[src/rtl/des_pkg.sv]
// Shared DES tables, permutation helpers and types for the iterative round engine.
// Table entries use the standard 1-based DES bit numbering.
package des_pkg;

  typedef logic [0:31] half_t;
  typedef logic [0:27] cd_half_t;
  typedef logic [0:55] key56_t;
  typedef logic [0:47] subkey_t;

  typedef enum logic [1:0] {
    IDLE = 2'd0,
    RUN  = 2'd1,
    DONE = 2'd2
  } state_t;

  localparam int IP_TAB [64] = '{
    58, 50, 42, 34, 26, 18, 10, 2,  60, 52, 44, 36, 28, 20, 12, 4,
    62, 54, 46, 38, 30, 22, 14, 6,  64, 56, 48, 40, 32, 24, 16, 8,
    57, 49, 41, 33, 25, 17,  9, 1,  59, 51, 43, 35, 27, 19, 11, 3,
    61, 53, 45, 37, 29, 21, 13, 5,  63, 55, 47, 39, 31, 23, 15, 7};

  localparam int FP_TAB [64] = '{
    40, 8, 48, 16, 56, 24, 64, 32,  39, 7, 47, 15, 55, 23, 63, 31,
    38, 6, 46, 14, 54, 22, 62, 30,  37, 5, 45, 13, 53, 21, 61, 29,
    36, 4, 44, 12, 52, 20, 60, 28,  35, 3, 43, 11, 51, 19, 59, 27,
    34, 2, 42, 10, 50, 18, 58, 26,  33, 1, 41,  9, 49, 17, 57, 25};

  localparam int PC1_TAB [56] = '{
    57, 49, 41, 33, 25, 17,  9,  1, 58, 50, 42, 34, 26, 18,
    10,  2, 59, 51, 43, 35, 27, 19, 11,  3, 60, 52, 44, 36,
    63, 55, 47, 39, 31, 23, 15,  7, 62, 54, 46, 38, 30, 22,
    14,  6, 61, 53, 45, 37, 29, 21, 13,  5, 28, 20, 12,  4};

  localparam int PC2_TAB [48] = '{
    14, 17, 11, 24,  1,  5,  3, 28, 15,  6, 21, 10,
    23, 19, 12,  4, 26,  8, 16,  7, 27, 20, 13,  2,
    41, 52, 31, 37, 47, 55, 30, 40, 51, 45, 33, 48,
    44, 49, 39, 56, 34, 53, 46, 42, 50, 36, 29, 32};

  localparam int E_TAB [48] = '{
    32,  1,  2,  3,  4,  5,  4,  5,  6,  7,  8,  9,
     8,  9, 10, 11, 12, 13, 12, 13, 14, 15, 16, 17,
    16, 17, 18, 19, 20, 21, 20, 21, 22, 23, 24, 25,
    24, 25, 26, 27, 28, 29, 28, 29, 30, 31, 32,  1};

  localparam int P_TAB [32] = '{
    16,  7, 20, 21, 29, 12, 28, 17,  1, 15, 23, 26,  5, 18, 31, 10,
     2,  8, 24, 14, 32, 27,  3,  9, 19, 13, 30,  6, 22, 11,  4, 25};

  localparam int SHIFT_TAB  [16] = '{1, 1, 2, 2, 2, 2, 2, 2, 1, 2, 2, 2, 2, 2, 2, 1};
  localparam int RSHIFT_TAB [16] = '{0, 1, 2, 2, 2, 2, 2, 2, 1, 2, 2, 2, 2, 2, 2, 1};

  // Each S-box row-major: index = row*16 + col, row from the outer bits.
  localparam int SBOX_TAB [8][64] = '{
    '{14, 4,13, 1, 2,15,11, 8, 3,10, 6,12, 5, 9, 0, 7,  0,15, 7, 4,14, 2,13, 1,10, 6,12,11, 9, 5, 3, 8,
       4, 1,14, 8,13, 6, 2,11,15,12, 9, 7, 3,10, 5, 0, 15,12, 8, 2, 4, 9, 1, 7, 5,11, 3,14,10, 0, 6,13},
    '{15, 1, 8,14, 6,11, 3, 4, 9, 7, 2,13,12, 0, 5,10,  3,13, 4, 7,15, 2, 8,14,12, 0, 1,10, 6, 9,11, 5,
       0,14, 7,11,10, 4,13, 1, 5, 8,12, 6, 9, 3, 2,15, 13, 8,10, 1, 3,15, 4, 2,11, 6, 7,12, 0, 5,14, 9},
    '{10, 0, 9,14, 6, 3,15, 5, 1,13,12, 7,11, 4, 2, 8, 13, 7, 0, 9, 3, 4, 6,10, 2, 8, 5,14,12,11,15, 1,
      13, 6, 4, 9, 8,15, 3, 0,11, 1, 2,12, 5,10,14, 7,  1,10,13, 0, 6, 9, 8, 7, 4,15,14, 3,11, 5, 2,12},
    '{ 7,13,14, 3, 0, 6, 9,10, 1, 2, 8, 5,11,12, 4,15, 13, 8,11, 5, 6,15, 0, 3, 4, 7, 2,12, 1,10,14, 9,
      10, 6, 9, 0,12,11, 7,13,15, 1, 3,14, 5, 2, 8, 4,  3,15, 0, 6,10, 1,13, 8, 9, 4, 5,11,12, 7, 2,14},
    '{ 2,12, 4, 1, 7,10,11, 6, 8, 5, 3,15,13, 0,14, 9, 14,11, 2,12, 4, 7,13, 1, 5, 0,15,10, 3, 9, 8, 6,
       4, 2, 1,11,10,13, 7, 8,15, 9,12, 5, 6, 3, 0,14, 11, 8,12, 7, 1,14, 2,13, 6,15, 0, 9,10, 4, 5, 3},
    '{12, 1,10,15, 9, 2, 6, 8, 0,13, 3, 4,14, 7, 5,11, 10,15, 4, 2, 7,12, 9, 5, 6, 1,13,14, 0,11, 3, 8,
       9,14,15, 5, 2, 8,12, 3, 7, 0, 4,10, 1,13,11, 6,  4, 3, 2,12, 9, 5,15,10,11,14, 1, 7, 6, 0, 8,13},
    '{ 4,11, 2,14,15, 0, 8,13, 3,12, 9, 7, 5,10, 6, 1, 13, 0,11, 7, 4, 9, 1,10,14, 3, 5,12, 2,15, 8, 6,
       1, 4,11,13,12, 3, 7,14,10,15, 6, 8, 0, 5, 9, 2,  6,11,13, 8, 1, 4,10, 7, 9, 5, 0,15,14, 2, 3,12},
    '{13, 2, 8, 4, 6,15,11, 1,10, 9, 3,14, 5, 0,12, 7,  1,15,13, 8,10, 3, 7, 4,12, 5, 6,11, 0,14, 9, 2,
       7,11, 4, 1, 9,12,14, 2, 0, 6,10,13,15, 3, 5, 8,  2, 1,14, 7, 4,10, 8,13,15,12, 9, 0, 3, 5, 6,11}};

  function automatic logic [0:63] ip_perm(input logic [0:63] x);
    logic [0:63] y;
    for (int i = 0; i < 64; i++) y[i] = x[6'(IP_TAB[i] - 1)];
    return y;
  endfunction

  function automatic logic [0:63] fp_perm(input logic [0:63] x);
    logic [0:63] y;
    for (int i = 0; i < 64; i++) y[i] = x[6'(FP_TAB[i] - 1)];
    return y;
  endfunction

  function automatic key56_t pc1_perm(input logic [0:63] x);
    key56_t y;
    for (int i = 0; i < 56; i++) y[i] = x[6'(PC1_TAB[i] - 1)];
    return y;
  endfunction

  function automatic subkey_t pc2_perm(input key56_t x);
    subkey_t y;
    for (int i = 0; i < 48; i++) y[i] = x[6'(PC2_TAB[i] - 1)];
    return y;
  endfunction

  function automatic subkey_t e_perm(input half_t x);
    subkey_t y;
    for (int i = 0; i < 48; i++) y[i] = x[5'(E_TAB[i] - 1)];
    return y;
  endfunction

  function automatic half_t p_perm(input half_t x);
    half_t y;
    for (int i = 0; i < 32; i++) y[i] = x[5'(P_TAB[i] - 1)];
    return y;
  endfunction

  // idx is the 0-based round number; decrypt walks the schedule backwards.
  function automatic logic [1:0] shift_amt(input logic [3:0] idx, input logic decrypt);
    return decrypt ? 2'(RSHIFT_TAB[idx]) : 2'(SHIFT_TAB[idx]);
  endfunction

endpackage

[src/rtl/des_feistel.sv]
// DES round function f(R, K): expand, mix with subkey, S-box substitute, permute.
module des_feistel
  import des_pkg::*;
(
  input  half_t   r_in,
  input  subkey_t subkey,
  output half_t   f_out
);

  subkey_t     x;
  half_t       sb;
  logic [5:0]  six;

  always_comb begin
    x   = e_perm(r_in) ^ subkey;
    sb  = '0;
    six = '0;
    for (int s = 0; s < 8; s++) begin
      six = x[6*s +: 6];
      sb[4*s +: 4] = 4'(SBOX_TAB[s][{six[5], six[0], six[4:1]}]);
    end
    f_out = p_perm(sb);
  end

endmodule

[src/rtl/des_key_step.sv]
// One step of the on-the-fly key schedule: rotate C/D (left to encrypt, right to decrypt), then PC2.
module des_key_step
  import des_pkg::*;
(
  input  cd_half_t   c_in,
  input  cd_half_t   d_in,
  input  logic [1:0] shift,
  input  logic       decrypt,
  output cd_half_t   c_out,
  output cd_half_t   d_out,
  output subkey_t    subkey
);

  function automatic cd_half_t rot28(input cd_half_t x, input logic [1:0] sh, input logic right);
    case (sh)
      2'd1:    return right ? {x[27], x[0:26]} : {x[1:27], x[0]};
      2'd2:    return right ? {x[26:27], x[0:25]} : {x[2:27], x[0:1]};
      default: return x;
    endcase
  endfunction

  always_comb begin
    c_out  = rot28(c_in, shift, decrypt);
    d_out  = rot28(d_in, shift, decrypt);
    subkey = pc2_perm({c_out, d_out});
  end

endmodule

[src/rtl/des_round_engine.sv]
// Iterative DES core: UNROLL Feistel rounds per clock with the key schedule computed alongside.
module des_round_engine
  import des_pkg::*;
#(
  parameter int UNROLL = 1,
  parameter bit USE_IP = 1'b1
) (
  input  logic        clk,
  input  logic        rst,
  input  logic        in_valid,
  output logic        in_ready,
  input  logic [0:63] in_block,
  input  logic [0:63] in_key,
  input  logic        in_decrypt,
  output logic        out_valid,
  input  logic        out_ready,
  output logic [0:63] out_block,
  output logic        busy
);

  if (!(UNROLL == 1 || UNROLL == 2 || UNROLL == 4 || UNROLL == 8 || UNROLL == 16)) begin : g_bad_unroll
    $error("des_round_engine: UNROLL=%0d must be one of 1,2,4,8,16", UNROLL);
  end

  state_t      state_q, state_d;
  half_t       l_q, l_d, r_q, r_d;
  cd_half_t    c_q, c_d, d_q, d_d;
  logic [4:0]  cnt_q, cnt_d;
  logic        dec_q, dec_d;
  logic [0:63] out_block_q, out_block_d;

  half_t       l_fin, r_fin;
  cd_half_t    c_fin, d_fin;
  logic [0:63] pre_out, result, loaded;
  key56_t      key56;
  logic        accept;

  // Stage u handles 0-based round cnt_q+u; stages are chained through the generate scope.
  for (genvar u = 0; u < UNROLL; u++) begin : g_round
    half_t      l_in, r_in, l_out, r_out, f_out;
    cd_half_t   c_in, d_in, c_out, d_out;
    subkey_t    subkey;
    logic [1:0] shift;

    if (u == 0) begin : g_head
      assign l_in = l_q;
      assign r_in = r_q;
      assign c_in = c_q;
      assign d_in = d_q;
    end else begin : g_link
      assign l_in = g_round[u-1].l_out;
      assign r_in = g_round[u-1].r_out;
      assign c_in = g_round[u-1].c_out;
      assign d_in = g_round[u-1].d_out;
    end

    assign shift = shift_amt(4'(cnt_q + 5'(u)), dec_q);

    des_key_step u_key_step (
      .c_in    (c_in),
      .d_in    (d_in),
      .shift   (shift),
      .decrypt (dec_q),
      .c_out   (c_out),
      .d_out   (d_out),
      .subkey  (subkey)
    );

    des_feistel u_feistel (
      .r_in   (r_in),
      .subkey (subkey),
      .f_out  (f_out)
    );

    assign l_out = r_in;
    assign r_out = l_in ^ f_out;
  end

  assign l_fin = g_round[UNROLL-1].l_out;
  assign r_fin = g_round[UNROLL-1].r_out;
  assign c_fin = g_round[UNROLL-1].c_out;
  assign d_fin = g_round[UNROLL-1].d_out;

  assign pre_out = {r_fin, l_fin};
  assign result  = USE_IP ? fp_perm(pre_out) : pre_out;
  assign loaded  = USE_IP ? ip_perm(in_block) : in_block;
  assign key56   = pc1_perm(in_key);

  assign in_ready  = !rst && ((state_q == IDLE) || ((state_q == DONE) && out_ready));
  assign accept    = in_ready && in_valid;
  assign out_valid = (state_q == DONE);
  assign out_block = out_block_q;
  assign busy      = (state_q == RUN);

  always_comb begin
    state_d     = state_q;
    l_d         = l_q;
    r_d         = r_q;
    c_d         = c_q;
    d_d         = d_q;
    cnt_d       = cnt_q;
    dec_d       = dec_q;
    out_block_d = out_block_q;

    case (state_q)
      IDLE: begin
        if (in_valid) state_d = RUN;
      end
      RUN: begin
        l_d   = l_fin;
        r_d   = r_fin;
        c_d   = c_fin;
        d_d   = d_fin;
        cnt_d = cnt_q + 5'(UNROLL);
        if (cnt_d == 5'd16) begin
          out_block_d = result;
          state_d     = DONE;
        end
      end
      DONE: begin
        if (out_ready) state_d = in_valid ? RUN : IDLE;
      end
      default: state_d = IDLE;
    endcase

    // Accept only happens in IDLE or DONE, so it never collides with a round update.
    if (accept) begin
      l_d   = loaded[0:31];
      r_d   = loaded[32:63];
      c_d   = key56[0:27];
      d_d   = key56[28:55];
      dec_d = in_decrypt;
      cnt_d = '0;
    end
  end

  always_ff @(posedge clk or posedge rst) begin
    if (rst) begin
      state_q     <= IDLE;
      l_q         <= '0;
      r_q         <= '0;
      c_q         <= '0;
      d_q         <= '0;
      cnt_q       <= '0;
      dec_q       <= 1'b0;
      out_block_q <= '0;
    end else begin
      state_q     <= state_d;
      l_q         <= l_d;
      r_q         <= r_d;
      c_q         <= c_d;
      d_q         <= d_d;
      cnt_q       <= cnt_d;
      dec_q       <= dec_d;
      out_block_q <= out_block_d;
    end
  end

endmodule

[config.mk]
export PLATFORM = sky130hd
export DESIGN_NAME = des_round_engine
export DESIGN_NICKNAME = d
export VERILOG_FILES = /design/src/rtl/des_pkg.sv /design/src/rtl/des_feistel.sv /design/src/rtl/des_key_step.sv /design/src/rtl/des_round_engine.sv
export SDC_FILE = /design/constraint.sdc
export NUM_CORES = 1
export LEC_CHECK = 0
export BUFFER_PORTS_ARGS = -buffer_cell sky130_fd_sc_hd__buf_2
export CORE_AREA = 5 5 127 129
export CTS_CLUSTER_SIZE = 24
export DETAILED_ROUTE_END_ITERATION = 10
export DIE_AREA = 0 0 132 134
export HOLD_SLACK_MARGIN = 0.15
export PLACE_DENSITY = 0.89
export SETUP_SLACK_MARGIN = 0.1
export SKIP_LAST_GASP = 1
export SLEW_MARGIN = 20
export SYNTH_ARGS = -nofsm -noshare
export SYNTH_HDL_FRONTEND = slang
export SYNTH_SLANG_ARGS = --single-unit
[constraint.sdc]
create_clock -name clk -period 6.6 [get_ports clk]
set_clock_uncertainty 0.15 [all_clocks]
set_input_delay 0.33 -clock clk [delete_from_list [all_inputs] [get_ports clk]]
set_output_delay 0.33 -clock clk [all_outputs]
set_load 0.02 [all_outputs]
Word level (Yosys, flattened, before mapping)
Memories as Yosys holds them, arrays and structs flattened. Index checks and enable logic that the tools add are counted.

$add $sub $neg: 1. Order comparisons: 5. Equality and inequality tests: 8. Multiplexer cells: 34. Bitwise logic cells: 7. Reduce and logical (&&, ||, !) cells: 11.

Operators with widths (count): two-way mux 28 bit (8); two-way mux 32 bit (4); one-hot mux 28 bit (2 select lines) (2); XOR 48 bit (1); two-way mux 4 bit (8); XOR 32 bit (1); greater-or-equal comparator 7 bit, second input constant (4); NOT 6 -> 7 bit (4); two-way mux 2 bit (8); two-way mux 5 bit (2); one-hot mux 2 bit (3 select lines) (1); adder 5 x 1 -> 5 bit, second input constant (1); == test 5 bit, second input constant (1); greater-or-equal comparator 5 bit, second input constant (1); NOT 4 -> 5 bit (1); == test 2 x 1 -> 1 bit, second input constant (2); == test 2 bit, second input constant (2); != test 2 x 1 -> 1 bit, second input constant (2); AND reduction 2 bit (2); logical AND 1 bit (3); AND reduction 3 bit (1); nonzero test 3 bit (1); zero test 2 bit (1); != test 2 bit, second input constant (1); 4 further kinds (4).

Register bits after elaboration: 160. Memory bits (read-only): 9216. Input port bits: 133. Output and inout bits: 67. Memories kept: 6.

Memories: (name not given) (words 64, bits a word 32, read ports 1, clocked after memory_dff 0, write ports 0, RTL line des_feistel.sv:20) `sb[4*s +: 4] = 4'(SBOX_TAB[s][{six[5], six[0], six[4:1]}]);`; (name not given) (words 64, bits a word 32, read ports 1, clocked after memory_dff 0, write ports 0, RTL line des_feistel.sv:20); (name not given) (words 64, bits a word 32, read ports 1, clocked after memory_dff 0, write ports 0, RTL line des_feistel.sv:20); (name not given) (words 64, bits a word 32, read ports 1, clocked after memory_dff 0, write ports 0, RTL line des_feistel.sv:20); (name not given) (words 16, bits a word 32, read ports 1, clocked after memory_dff 0, write ports 0, RTL line des_pkg.sv:110) `return decrypt ? 2'(RSHIFT_TAB[idx]) : 2'(SHIFT_TAB[idx]);`; (name not given) (words 16, bits a word 32, read ports 1, clocked after memory_dff 0, write ports 0, RTL line des_pkg.sv:110).

Depth between registers and ports, before layout
Depth in word-level cells: 15. Mapped depth: 26.

Modules after synthesis
A second synthesis with hierarchy kept.

Cell total of the unflattened synthesis: 1341. Area, all modules: 12072.8 sq um.

By module, submodules not included: des_round_engine (times used 1, cells each 689, area an instance 7078.0 sq um); des_key_step (times used 1, cells each 365, area an instance 2775.2 sq um); des_feistel (times used 1, cells each 287, area an instance 2219.6 sq um).

Least setup slack after synthesis
No wires, ideal clock.

Path type: register to register. Start point: register dec_q. End point: register out_block_q, in the netlist out_block[49]. Setup time: 125 ps. Arrival time: 5221 ps. Required time: 6325 ps. Path slack: 1105 ps. Cell stages (with the launch flop): 27. Path buffers: 10. Clock period less this slack: 5495 ps. Cells stage by stage: dfrtp_1 -> buf_6 -> buf_6 -> buf_4 -> buf_6 -> buf_2 -> buf_1 -> a211oi_1 -> o31ai_1 -> inv_1 -> ha_1 -> clkbuf_8 -> buf_12 -> clkbuf_1 -> nor3b_1 -> a221oi_1 -> nor4bb_1 -> buf_2 -> inv_1 -> ha_1 -> inv_1 -> nor3_1 -> a311oi_1 -> a2111oi_0 -> nor3_1 -> xnor2_1 -> mux2_2.

Word-level cells in the longest chain between the ends: 9. Elaborated cells between the ends (all ways): 12. Classes of those cells: 2 x eq/ne; 6 x mux; 3 x bitwise; 1 x memory.

Ends and longest elaborated chain: from (decl) (RTL line des_round_engine.sv:29) `logic dec_q, dec_d;`; from (signal assigned) (RTL line des_round_engine.sv:145) `dec_q <= 1'b0;`; from (signal assigned) (RTL line des_round_engine.sv:154) `dec_q <= dec_d;`; two-way mux 2 bit (RTL line des_pkg.sv:110); == test 2 bit / == test 2 x 1 -> 1 bit (equally long branches) (RTL line des_key_step.sv:15) `case (sh)`; one-hot mux 28 bit (2 select lines) * (RTL line des_key_step.sv:15); XOR 48 bit * (RTL line des_feistel.sv:15) `x = e_perm(r_in) ^ subkey;`; NOT 6 -> 7 bit (implied by the code) * (RTL line des_feistel.sv:20); memory read (64 x 32 bit) *; two-way mux 4 bit (implied by the code) * (2 in series) (RTL line des_feistel.sv:20); XOR 32 bit * (RTL line des_round_engine.sv:76) `assign r_out = l_in ^ f_out;`; to (signal assigned) (RTL line des_round_engine.sv:155) `out_block_q <= out_block_d;`; to (decl) (RTL line des_round_engine.sv:30) `logic [0:63] out_block_q, out_block_d;`.

Every way passes the cells marked *; elsewhere a longest branch is shown, timed or not. The select of a mux whose other input is x is not followed. A chain may end at the register's enable or synchronous reset.

Worst setup path in the final report
Start point: register cnt_q[1]. End point: register out_block_q, in the netlist out_block[23].

Word-level cells in the longest chain between the ends: 13. Elaborated cells between the ends (all ways): 20. Classes of those cells: 1 x add/sub; 3 x eq/ne; 8 x mux; 4 x bitwise; 1 x reduce/logical; 3 x memory.

Ends and longest elaborated chain: from (decl) (RTL line des_round_engine.sv:28) `logic [4:0] cnt_q, cnt_d;`; from (signal assigned) (RTL line des_round_engine.sv:153) `cnt_q <= cnt_d;`; NOT 4 -> 5 bit (implied by the code) (RTL line des_pkg.sv:110); memory read (16 x 32 bit); two-way mux 2 bit (implied by the code) (2 in series) (RTL line des_pkg.sv:110); two-way mux 2 bit (RTL line des_pkg.sv:110); == test 2 bit / == test 2 x 1 -> 1 bit (equally long branches) (RTL line des_key_step.sv:15); one-hot mux 28 bit (2 select lines) (RTL line des_key_step.sv:15); XOR 48 bit (RTL line des_feistel.sv:15); NOT 6 -> 7 bit (implied by the code) (RTL line des_feistel.sv:20); memory read (64 x 32 bit); two-way mux 4 bit (implied by the code) (2 in series) (RTL line des_feistel.sv:20); XOR 32 bit (RTL line des_round_engine.sv:76).

Several ways; a longest one is shown, not always the timed one. The select of a mux whose other input is x is not followed.

==> qor.csv <==
stage;metric;value;unit
die;die span in x;132;µm
synth;most instantiated cells after synthesis;sky130_fd_sc_hd__nand2_1, sky130_fd_sc_hd__dfrtp_1, sky130_fd_sc_hd__mux2i_1, sky130_fd_sc_hd__o21ai_0, sky130_fd_sc_hd__buf_4;
global_routing;via count of the first global-routing pass;6710;
setup_path;Crit. End Element;flop;
timing;unrepaired setup endpoints after global routing;no;
setup_path;required time reported for the critical path endpoint;6.64;ns
synth;leading area contributor after synthesis;sky130_fd_sc_hd__dfrtp_1;
place;routability congestion estimate from global placement;0.9389;
timing;endpoints failing hold;0;
drt;Pre-Repair DR Iteration Count;6;
global_routing;total routing usage reported by global routing;23.29;%
finish;footprint of the multi-input gates;5002;µm²
synth;most instantiated flip-flop cell in the synthesis netlist;sky130_fd_sc_hd__dfrtp_1;
clocking;number of buffers on the longest clock path;2;
timing;Worst Hold Slack;0.1747;ns
drt;final antenna-violating net count;0;
timing;final period demand of the worst path;5.380;ns
outcome;status;finished, final reports clean;
setup_path;CP max stage delay;0.86;ns
die;number of core rows;45;
finish;ratio of cells with drive above 1 in the final layout;17.83;%
flow_run;reported max-cap violation count;0;
place;I/O Buffers;54;
drt;final wirelength;21390;µm
setup_path;CP Data Arrival Time;5.42;ns
die;Die Footprint;17690;µm²
synth;share of the synthesized netlist area taken by xor and xnor gates;4.457;%
setup_path;cells along the critical path;inv_1, ha_1, a211oi_1, o31ai_1, ha_1, buf_4, or3b_2, o221a_2, nand4_1, mux2_2, o22ai_1, o22ai_1, a32oi_1, xor2_1, o21ai_0;
finish;area overhead of the layout relative to synthesis;9.419;%
global_routing;Overflow after GRT;0;
die;Core Area;14920;µm²
drt;routed wire length per instance;18.93;µm
finish;Layout Nets;1107;
timing;headroom to the max-slew limit;33.12;%
timing;Worst-Margin Slew;1.001;ns
timing;Final TNS setup;0;ns
clocking;clock slew at reported path FFs;0.08;ns
synth;basic-gate share of the synthesized area counting and, or, nand and nor cells;13.42;%
synth;warning count from the yosys run;0;
global_routing;wire length of the first global-routing pass;34360;µm
synth;count leader, synth;sky130_fd_sc_hd__nand2_1;
synth;leading cell types by total area after synthesis;sky130_fd_sc_hd__dfrtp_1, sky130_fd_sc_hd__mux2i_1, sky130_fd_sc_hd__ha_1;
setup_path;capturing point of the worst reg2reg path;out_block[23];
drt;routed vias;7131;
synth;area share of fa/ha/maj cells after synthesis;5.828;%
clocking;Inserted Clock Buffers;9;
setup_path;count of cells along the worst register-to-register path;15;
timing;final setup violation count;0;
synth;number of synthesized register bits;89;
timing;total count of max-transition violations in the final report;0;
finish;filler instances;1211;
finish;Diodes inserted;0;
setup_path;critical path launch point type;flop;
synth;synthesized instance count;887;
setup_path;Worst setup startpoint;cnt_q[1];
setup_path;slowest library cell on the worst path;sky130_fd_sc_hd__ha_1;
synth;post-synthesis instance area;7944;µm²
die;Initial Util;53.24;%
clocking;insertion delay to the later sink of the worst-skew pair;0.36;ns
finish;sequential cell area;2228;µm²
synth;area fraction of the dominant cell type after synthesis;28.04;%
worst_hold_path;class of the worst hold path;input port to flop;
timing;Final Cycle Share;81.52;%
timing;highest clock rate;0.1859;GHz
clocking;root buffer selected by CTS;sky130_fd_sc_hd__clkbuf_16;
die;Die Y;134;µm
worst_hold_path;number of stages on the worst hold path;3;
setup_path;beginning of the worst register-to-register path;cnt_q[1];
setup_path;reg2reg setup slack;1.22;ns
clocking;clk sink count;89;
place;detailed placer's ending HPWL;13700;µm
clocking;count of buffers added by post-CTS timing repair for setup;0;
global_routing;number of antenna violations at the first check in global routing;0;
worst_hold_path;startpoint of the lowest-slack hold path;in_key[0];
synth;async set or reset register ratio after synthesis;100.0;%
synth;count of distinct cell types in the synthesized netlist;80;
synth;dominant combinational cell family by area after synthesis;compound AO/OA/AOI/OAI gates;
worst_hold_path;destination of the worst hold path;c_q[20];
synth;mean instance size in the synthesized netlist;8.956;µm²
synth;count of flip-flops with a built-in enable after synthesis;0;
drt;DRC violations left;0;
setup_path;critical-path maximum fanout;23;
drt;number of DRC violations after detailed-routing iteration 0;1113;
clocking;CTS H-Tree Depth;3;
synth;fraction of the mapped netlist area in compound gates;21.26;%
global_routing;pin count of the biggest net entering global routing;63;
die;I/O pin count;200;
synth;mux cell area share after synthesis;15.34;%
clocking;TritonCTS clock tree;yes;
synth;portion of the post-synthesis area used by sequential elements;28.04;%
drt;average via count per standard cell;6.311;
setup_path;Crit Path Category;flop to flop;
[layout by cell type (no fill, tap or decap), types with 5 or more instances in the layout]
cell	instances
sky130_fd_sc_hd__a221oi_2	6
sky130_fd_sc_hd__a2111oi_0	10
sky130_fd_sc_hd__a22o_1	8
sky130_fd_sc_hd__a22oi_1	28
sky130_fd_sc_hd__o211ai_1	5
sky130_fd_sc_hd__a221oi_1	5
sky130_fd_sc_hd__nand2_1	106
sky130_fd_sc_hd__clkbuf_16	9
sky130_fd_sc_hd__or3_1	5
sky130_fd_sc_hd__a21o_1	6
sky130_fd_sc_hd__dlygate4sd3_1	34
sky130_fd_sc_hd__dfrtp_1	88
sky130_fd_sc_hd__o31ai_1	9
sky130_fd_sc_hd__xnor2_1	29
sky130_fd_sc_hd__or4_1	5
sky130_fd_sc_hd__a31oi_1	6
sky130_fd_sc_hd__o21ai_0	58
sky130_fd_sc_hd__mux2_2	35
sky130_fd_sc_hd__nor2_1	35
sky130_fd_sc_hd__buf_2	54
sky130_fd_sc_hd__inv_1	43
sky130_fd_sc_hd__nand4_1	5
sky130_fd_sc_hd__o22ai_1	23
sky130_fd_sc_hd__o221ai_1	6
sky130_fd_sc_hd__nand3_1	10
sky130_fd_sc_hd__mux2i_1	61
sky130_fd_sc_hd__a311oi_1	5
sky130_fd_sc_hd__ha_1	37
sky130_fd_sc_hd__nand3b_1	8
sky130_fd_sc_hd__conb_1	48
sky130_fd_sc_hd__a21oi_1	18
sky130_fd_sc_hd__mux4_2	7
sky130_fd_sc_hd__buf_4	19
sky130_fd_sc_hd__nor3_1	7
sky130_fd_sc_hd__a221o_1	6
sky130_fd_sc_hd__nor3b_1	6
[how the worst max path moves through the flow]
| stage | to | depth (start not counted) |
|---|---|---|
| 2_1_floorplan | out_block[49] | 26 |
| 3_3_place_gp | out_block[61] | 16 |
| 3_5_place_dp | out_block[61] | 16 |
| 4_1_cts | out_block[61] | 16 |
| 5_1_grt | out_block[53] | 19 |
| 6_report | out_block[23] | 15 |
[timing repair]
item	4_1_cts	5_1_grt
hold buffers	34	0
setup endpoints to repair	0	0
gates resized for setup	0	0
hold endpoints to repair	73	0
[cell type report]
type | count | share of cell area (%)
clock buffers | 9 | 2.591
well taps | 188 | 2.706
multi-input cells | 683 | 57.55
inverters | 47 | 2.044
clock inverters | 7 | 0.8061
repair buffers | 107 | 8.666
flip-flops and latches | 89 | 25.64
[per-stage QoR]
stage | worst slack (ns) | area (µm²) | util [%] | std cells
after floorplan | 1.105 | 8120 | - | 934
after global placement | 1.496 | 8056 | 54.00 | 1080
after detailed placement | 1.384 | 8056 | 54.00 | 1080
after CTS | 1.349 | 8692 | 58.26 | 1130
after global routing | 0.9279 | 8692 | 58.26 | 1130
final | 1.220 | 8692 | 58.26 | 1130
[flip-flops by register name, summed over array words and instances, names as in the netlist]
signal,flops
c_q,28
state_q,2
g_round.l_out,21
g_round.l_in,16
cnt_q,5
out_block,16
dec_q,1
[worst max-delay path: cells and delay by family (launching register included)]
family,cells,cell delay [ns]
AOI/OAI and AO/OA,7,1.50
muxes,1,0.41
adders and majority gates,2,1.04
DFF,1,0.45
xor gates and xnor gates,1,0.22
and+or+nand+nor,2,0.97
buffers and inverters,2,0.46
[per-layer routing]
metal / routed length (µm) / share of wire, % / GRT usage [%]
met1: 8555 / 40 / 30.14
met2: 10140 / 47 / 37.56
met3: 1845 / 8.6 / 5.776
met4: 854 / 4.0 / 9.200
met5: 0 / 0 / 0
[cell families after synthesis]
| kind of cell | after synthesis |
|---|---|
| adders and majority gates | 37 |
| other | 1 |
| and+or+nand+nor | 220 |
| AOI/OAI and AO/OA | 234 |
| xor gates and xnor gates | 37 |
| buffers and inverters | 162 |
| muxes | 107 |
| DFF | 89 |
Power is left out: the tool's default activity adds up to more than one toggle a clock period on the data nets, which glitch-free logic cannot reach.
